===== config.mk =====
export PLATFORM = sky130hd
export DESIGN_NAME = axi_r_beat_gen
export DESIGN_NICKNAME = d
export VERILOG_FILES = /design/src/rtl/axi_r_pkg.sv /design/src/rtl/r_out_buf.sv /design/src/rtl/axi_r_beat_gen.sv
export SDC_FILE = /design/constraint.sdc
export NUM_CORES = 1
export LEC_CHECK = 0
export BUFFER_PORTS_ARGS = -buffer_cell sky130_fd_sc_hd__buf_2
export CAP_MARGIN = 20
export CORE_ASPECT_RATIO = 0.75
export CORE_UTILIZATION = 54
export DETAILED_ROUTE_END_ITERATION = 8
export PLACE_DENSITY = 0.85
export SLEW_MARGIN = 20
export SYNTH_ARGS = -nofsm -noshare
export SYNTH_HDL_FRONTEND = slang
export SYNTH_SLANG_ARGS = --single-unit

===== constraint.sdc =====
create_clock -name clk -period 5.7 [get_ports clk]
set_input_delay 0.855 -clock clk [delete_from_list [all_inputs] [get_ports clk]]
set_output_delay 0.855 -clock clk [all_outputs]
set_load 0.05 [all_outputs]

===== src/rtl/axi_r_pkg.sv =====
// Shared types for the AXI R-channel beat generator: R word layout, response codes,
// burst and FSM encodings.
package axi_r_pkg;
   localparam int R_W      = 43;
   localparam int ID_MSB   = 42;
   localparam int DATA_MSB = 34;
   localparam int RESP_MSB = 2;
   localparam int LAST_BIT = 0;

   localparam logic [1:0] OKAY   = 2'b00;
   localparam logic [1:0] DECERR = 2'b11;

   typedef enum logic [1:0] {FIXED = 2'b00, INCR = 2'b01, WRAP = 2'b10} burst_e;
   typedef enum logic [1:0] {IDLE, BURST, DRAIN} state_e;
   typedef logic [R_W-1:0] r_word_t;

   // Only power-of-two burst lengths can wrap; anything else degrades to INCR.
   function automatic logic wrap_len_ok(input logic [3:0] len);
      return (len == 4'd1) || (len == 4'd3) || (len == 4'd7) || (len == 4'd15);
   endfunction
endpackage


===== src/rtl/r_out_buf.sv =====
// Two-entry synchronous FIFO of R words sitting between SRAM capture and the async FIFO push.
module r_out_buf
   import axi_r_pkg::*;
(
   input  logic       clk,
   input  logic       rst,
   input  logic       push_i,
   input  logic       pop_i,
   input  r_word_t    din_i,
   output r_word_t    head_o,
   output logic [1:0] count_o
);
   r_word_t    mem_q [2];
   logic       wr_q, rd_q;
   logic [1:0] cnt_q;

   always_ff @(posedge clk or posedge rst) begin
      if (rst) begin
         mem_q[0] <= '0;
         mem_q[1] <= '0;
         wr_q     <= 1'b0;
         rd_q     <= 1'b0;
         cnt_q    <= 2'd0;
      end else begin
         if (push_i) begin
            mem_q[wr_q] <= din_i;
            wr_q        <= ~wr_q;
         end
         if (pop_i) rd_q <= ~rd_q;
         cnt_q <= cnt_q + {1'b0, push_i} - {1'b0, pop_i};
      end
   end

   // The issuer never lets push overflow, and pop is only raised when non-empty.
   assign head_o  = (cnt_q != 2'd0) ? mem_q[rd_q] : '0;
   assign count_o = cnt_q;
endmodule


===== src/rtl/axi_r_beat_gen.sv =====
// AXI read-data beat producer: walks one AR burst over a word SRAM and pushes packed
// R words into the R-channel async FIFO, at one beat per cycle when unthrottled.
module axi_r_beat_gen
   import axi_r_pkg::*;
#(
   parameter int ADDR_W = 14,
   parameter int ID_W   = 8
) (
   input  logic              clk,
   input  logic              rst,
   input  logic              arvalid,
   output logic              arready,
   input  logic [ID_W-1:0]   arid,
   input  logic [31:0]       araddr,
   input  logic [3:0]        arlen,
   input  logic [1:0]        arburst,
   output logic              mem_cs,
   output logic [ADDR_W-1:0] mem_addr,
   input  logic [31:0]       mem_rdata,
   input  logic              fifo_not_full,
   output logic              fifo_wr_en,
   output logic [R_W-1:0]    fifo_w_data
);
   state_e              state_q, state_d;
   logic [ID_W-1:0]     id_q, id_d;
   logic [ADDR_W-1:0]   addr_q, addr_d, addr_nxt;
   logic [3:0]          len_q, len_d;
   burst_e              mode_q, mode_d;
   logic                err_q, err_d;
   logic [4:0]          issued_q, issued_d;
   logic                infl_q, infl_last_q, infl_last_d;
   logic                issue, push;
   logic [1:0]          buf_cnt;
   logic [2:0]          occ;
   r_word_t             head, cap_word;
   logic [ADDR_W-1:0]   wrap_mask;
   logic                unused_addr_lsb;

   assign unused_addr_lsb = ^araddr[1:0];

   r_out_buf u_buf (
      .clk     (clk),
      .rst     (rst),
      .push_i  (infl_q),
      .pop_i   (push),
      .din_i   (cap_word),
      .head_o  (head),
      .count_o (buf_cnt)
   );

   assign push        = (buf_cnt != 2'd0) && fifo_not_full;
   assign fifo_wr_en  = push;
   assign fifo_w_data = head;
   assign mem_addr    = addr_q;
   assign cap_word    = {id_q, (err_q ? 32'h0 : mem_rdata), (err_q ? DECERR : OKAY), infl_last_q};

   // Slots that will be occupied next cycle; a new issue needs one of them free.
   assign occ = {1'b0, buf_cnt} + {2'b00, infl_q} - {2'b00, push};

   assign wrap_mask = {{(ADDR_W-4){1'b0}}, len_q};
   always_comb begin
      addr_nxt = addr_q;
      case (mode_q)
         FIXED:   addr_nxt = addr_q;
         WRAP:    addr_nxt = (addr_q & ~wrap_mask) | ((addr_q + 1'b1) & wrap_mask);
         default: addr_nxt = addr_q + 1'b1;
      endcase
   end

   always_comb begin
      state_d     = state_q;
      id_d        = id_q;
      addr_d      = addr_q;
      len_d       = len_q;
      mode_d      = mode_q;
      err_d       = err_q;
      issued_d    = issued_q;
      infl_last_d = infl_last_q;
      arready     = (state_q == IDLE);
      issue       = (state_q == BURST) && (issued_q <= {1'b0, len_q}) && (occ < 3'd2);
      mem_cs      = issue && !err_q;
      case (state_q)
         IDLE: if (arvalid) begin
            id_d     = arid;
            addr_d   = araddr[ADDR_W+1:2];
            len_d    = arlen;
            err_d    = |araddr[31:ADDR_W+2];
            issued_d = 5'd0;
            case (arburst)
               2'b00:   mode_d = FIXED;
               2'b10:   mode_d = wrap_len_ok(arlen) ? WRAP : INCR;
               default: mode_d = INCR;
            endcase
            state_d = BURST;
         end
         BURST: if (issue) begin
            addr_d      = addr_nxt;
            issued_d    = issued_q + 5'd1;
            infl_last_d = (issued_q == {1'b0, len_q});
            if (issued_q == {1'b0, len_q}) state_d = DRAIN;
         end
         DRAIN: if (push && head[LAST_BIT]) state_d = IDLE;
         default: state_d = IDLE;
      endcase
   end

   always_ff @(posedge clk or posedge rst) begin
      if (rst) begin
         state_q     <= IDLE;
         id_q        <= '0;
         addr_q      <= '0;
         len_q       <= '0;
         mode_q      <= INCR;
         err_q       <= 1'b0;
         issued_q    <= '0;
         infl_q      <= 1'b0;
         infl_last_q <= 1'b0;
      end else begin
         state_q     <= state_d;
         id_q        <= id_d;
         addr_q      <= addr_d;
         len_q       <= len_d;
         mode_q      <= mode_d;
         err_q       <= err_d;
         issued_q    <= issued_d;
         infl_q      <= issue;
         infl_last_q <= infl_last_d;
      end
   end
endmodule


==> out/qor.yml <==
yosysWarnings: 0
final_nets: 879
wl_met1_mm: 6.87
grt_max_degree: 75
grt_antenna_before_repair: 2
clock_skew_ns: 0.00775
ys_types: 61
synth-seq-cells: 126
numCtsBuffers: 17
nFillCells: 822
final_cells: 943
grt_overflow_total: 0
place_congestion: 0.966
post-place-ws_ns: 1.73
design.core.area_um2: 11100
worstHoldStart: "u_buf.mem_q[56]$_DFFE_PP0P_"
dr_total_vias: 5478
rsz0062_at_grt: "false"
dr.pass1.iters: 5
path_class: "in2out"
cts_tree: "yes"
ant_nets: 0
fin_util: 0.699
layout-drive-gt1-share: 0.277
start_util: 0.566
wirelength_mm: 16.3
reg2reg_setup_slack_ns: 2.78
yosysTopAreaCell: "dfrtp_1"
synth_fp_nets: 753
area_growth_pct: 23.5
synth-seq-area-share: 0.502
worst_slew_pin_slew_ns: 0.997
grt_pass1_wl_mm: 26.3
setup_viol: 0
io_buffer_count: 139
synth_edf_count: 0
peakVddDrop_mv: 0.352
ctsResizeCount: 0
io_pins: 142
holdPathStages: 2
via_per_inst: 5.81
place_inst: 909
grtUsageTotal: 0.284
synth-async-reset-ratio: 1.00
cts.sinks: 126
cts_max_level: 4
finalHoldViolCount: 0
syn_area_um2: 6280
yosys_most_used_dff: "dfrtp_1"
avgSynthCellArea_um2: 9.49
drcViolationCount: 0
die_w_um: 127
critPathMaxFanout: 7
drt_iter0_drc: 462
layout_setup_ws_ns: 1.64
syn_inst: 662
postCtsSetupBuffers: 0
cp-end-kind: "primary output"
clk_latency_ns: 0.41
finalMaxSlewViolations: 0
dpl.hpwl_mm: 10.6
placed_cell_area_um2: 7070
fmax_ghz: 0.246
leakage_nw: 3.88
finalPower_mw: 5.66
setup-tns-final_ns: 0
worstReg2RegStart: "u_buf.count_o[1]$_DFF_PP0_"
p_per_area_nw_per_um2: 729
required_ns: 4.85
min_to: "u_buf.mem_q[56]$_DFFE_PP0P_"
cap_violations: 0
status: "finished, final reports clean"
synth_top_area_frac: 0.498
routed.top_layer: "met4"
grt_pass1_vias: 5400
stdcell_area_um2: 7760
slew_headroom: 0.335
clockBufferDepth: 2
route.met3.wl_mm: 1.10
ys_top_cells_by_count: "dfrtp_1 (125), nand2_1 (125), o21ai_0 (84)"
worst_hold_slack_ns: 0.478
die-area_um2: 12100
min_period_ns: 4.06
rr_worst_depth: 10
fin_crit_sh: 0.712
clkSlewWorstSetupHoldPaths_ns: 0.06
hp-class: "reg2reg"
worstPathArrival_ns: 3.20
clockRootBuffer: "clkbuf_16"
hold_buffers: 0
row_count: 33
die_y_um: 95.4
wl_per_cell_um: 17.3
startpoint_type: "primary input"
met2_length_mm: 7.90
synthTopCellsByArea: "dfrtp_1 (50%), nand2_1 (7.5%), mux2i_1 (6.8%)"
-- routing by layer --
metal  vias up  GRT usage
met3        34     0.0550
li1       2538          -
met2       269      0.471
met1      2637      0.366
met5         -          0
met4         0      0.128
-- report_power, final --
group	switching [mW]	internal, mW	leakage (nW)
Clock	0.399	0.846	0.326
Combinational	1.93	0.842	1.95
Sequential	0.339	1.30	1.61
-- area by class of cell --
class | count | area, um2 | area share
clock inverters | 13 | 234 | 0.0302
well taps | 140 | 175 | 0.0226
clock buffers | 19 | 453 | 0.0584
flip-flops and latches | 126 | 3160 | 0.407
inverters | 15 | 58.8 | 0.00758
multi-input cells | 481 | 2920 | 0.377
diodes | 2 | 5.00 | 0.000645
repair buffers | 147 | 756 | 0.0974
-- worst max-delay path by stage --
| stage | startpoint | endpoint | slack, ns |
|---|---|---|---|
| global placement | fifo_not_full | mem_cs | 1.79 |
| finish | fifo_not_full | mem_cs | 1.64 |
| global route | fifo_not_full | mem_cs | 1.52 |
| detailed placement | fifo_not_full | mem_cs | 1.73 |
| CTS | fifo_not_full | mem_cs | 1.71 |
| floorplan | fifo_not_full | mem_cs | 1.10 |
-- cell families (layout without fill, tap and decap cells) --
kind of cell / Yosys count / in the layout / share of synthesized area
other: 0 / 2 / 0
buffers and inverters: 55 / 194 / 0.0360
XOR/XNOR: 3 / 3 / 0.00418
adder cells (fa/ha/maj): 9 / 9 / 0.0191
AND/OR/NAND/NOR: 263 / 263 / 0.195
multiplexers: 63 / 63 / 0.104
AO/OA/AOI/OAI: 143 / 143 / 0.139
flip-flops: 126 / 126 / 0.502
-- flip-flops by register name, indices dropped and copies added (netlist names), named ones only --
signal and cells:
u_buf.mem_q 84, mem_addr 11, id_q 8, issued_q 5, len_q 4, mode_q 2
state_q 2, u_buf.count_o 2, err_q 1, infl_last_q 1, infl_q 1, u_buf.rd_q 1
u_buf.wr_q 1
-- worst max-delay path: stages --
cell and delay [ns]:
buf_2 0.12, nor2b_1 0.25, ha_1 0.28, inv_1 0.06, ha_1 0.15, fa_1 0.50, nor3_4 0.40, nand2_1 0.12
nor2_1 0.16, buf_2 0.30
-- layout by cell type, fill, tap and decap left out, types with 4 or more instances in the layout --
| master | synthesis | layout |
|---|---|---|
| clkbuf_16 | 0 | 17 |
| nand3_1 | 12 | 12 |
| inv_1 | 15 | 14 |
| mux2i_1 | 43 | 43 |
| o22ai_1 | 4 | 4 |
| nor2_1 | 56 | 55 |
| bufinv_16 | 0 | 6 |
| buf_4 | 2 | 8 |
| nor4_1 | 5 | 5 |
| a31oi_1 | 6 | 6 |
| nor2b_1 | 4 | 4 |
| o21ai_0 | 84 | 84 |
| ha_1 | 8 | 8 |
| buf_2 | 10 | 139 |
| nand2b_1 | 36 | 35 |
| mux2_2 | 20 | 20 |
| a21oi_1 | 11 | 11 |
| nand2_1 | 125 | 124 |
| dfrtp_1 | 125 | 124 |
| o31ai_1 | 8 | 8 |
Note: power is estimated with default switching activity, not from simulation.
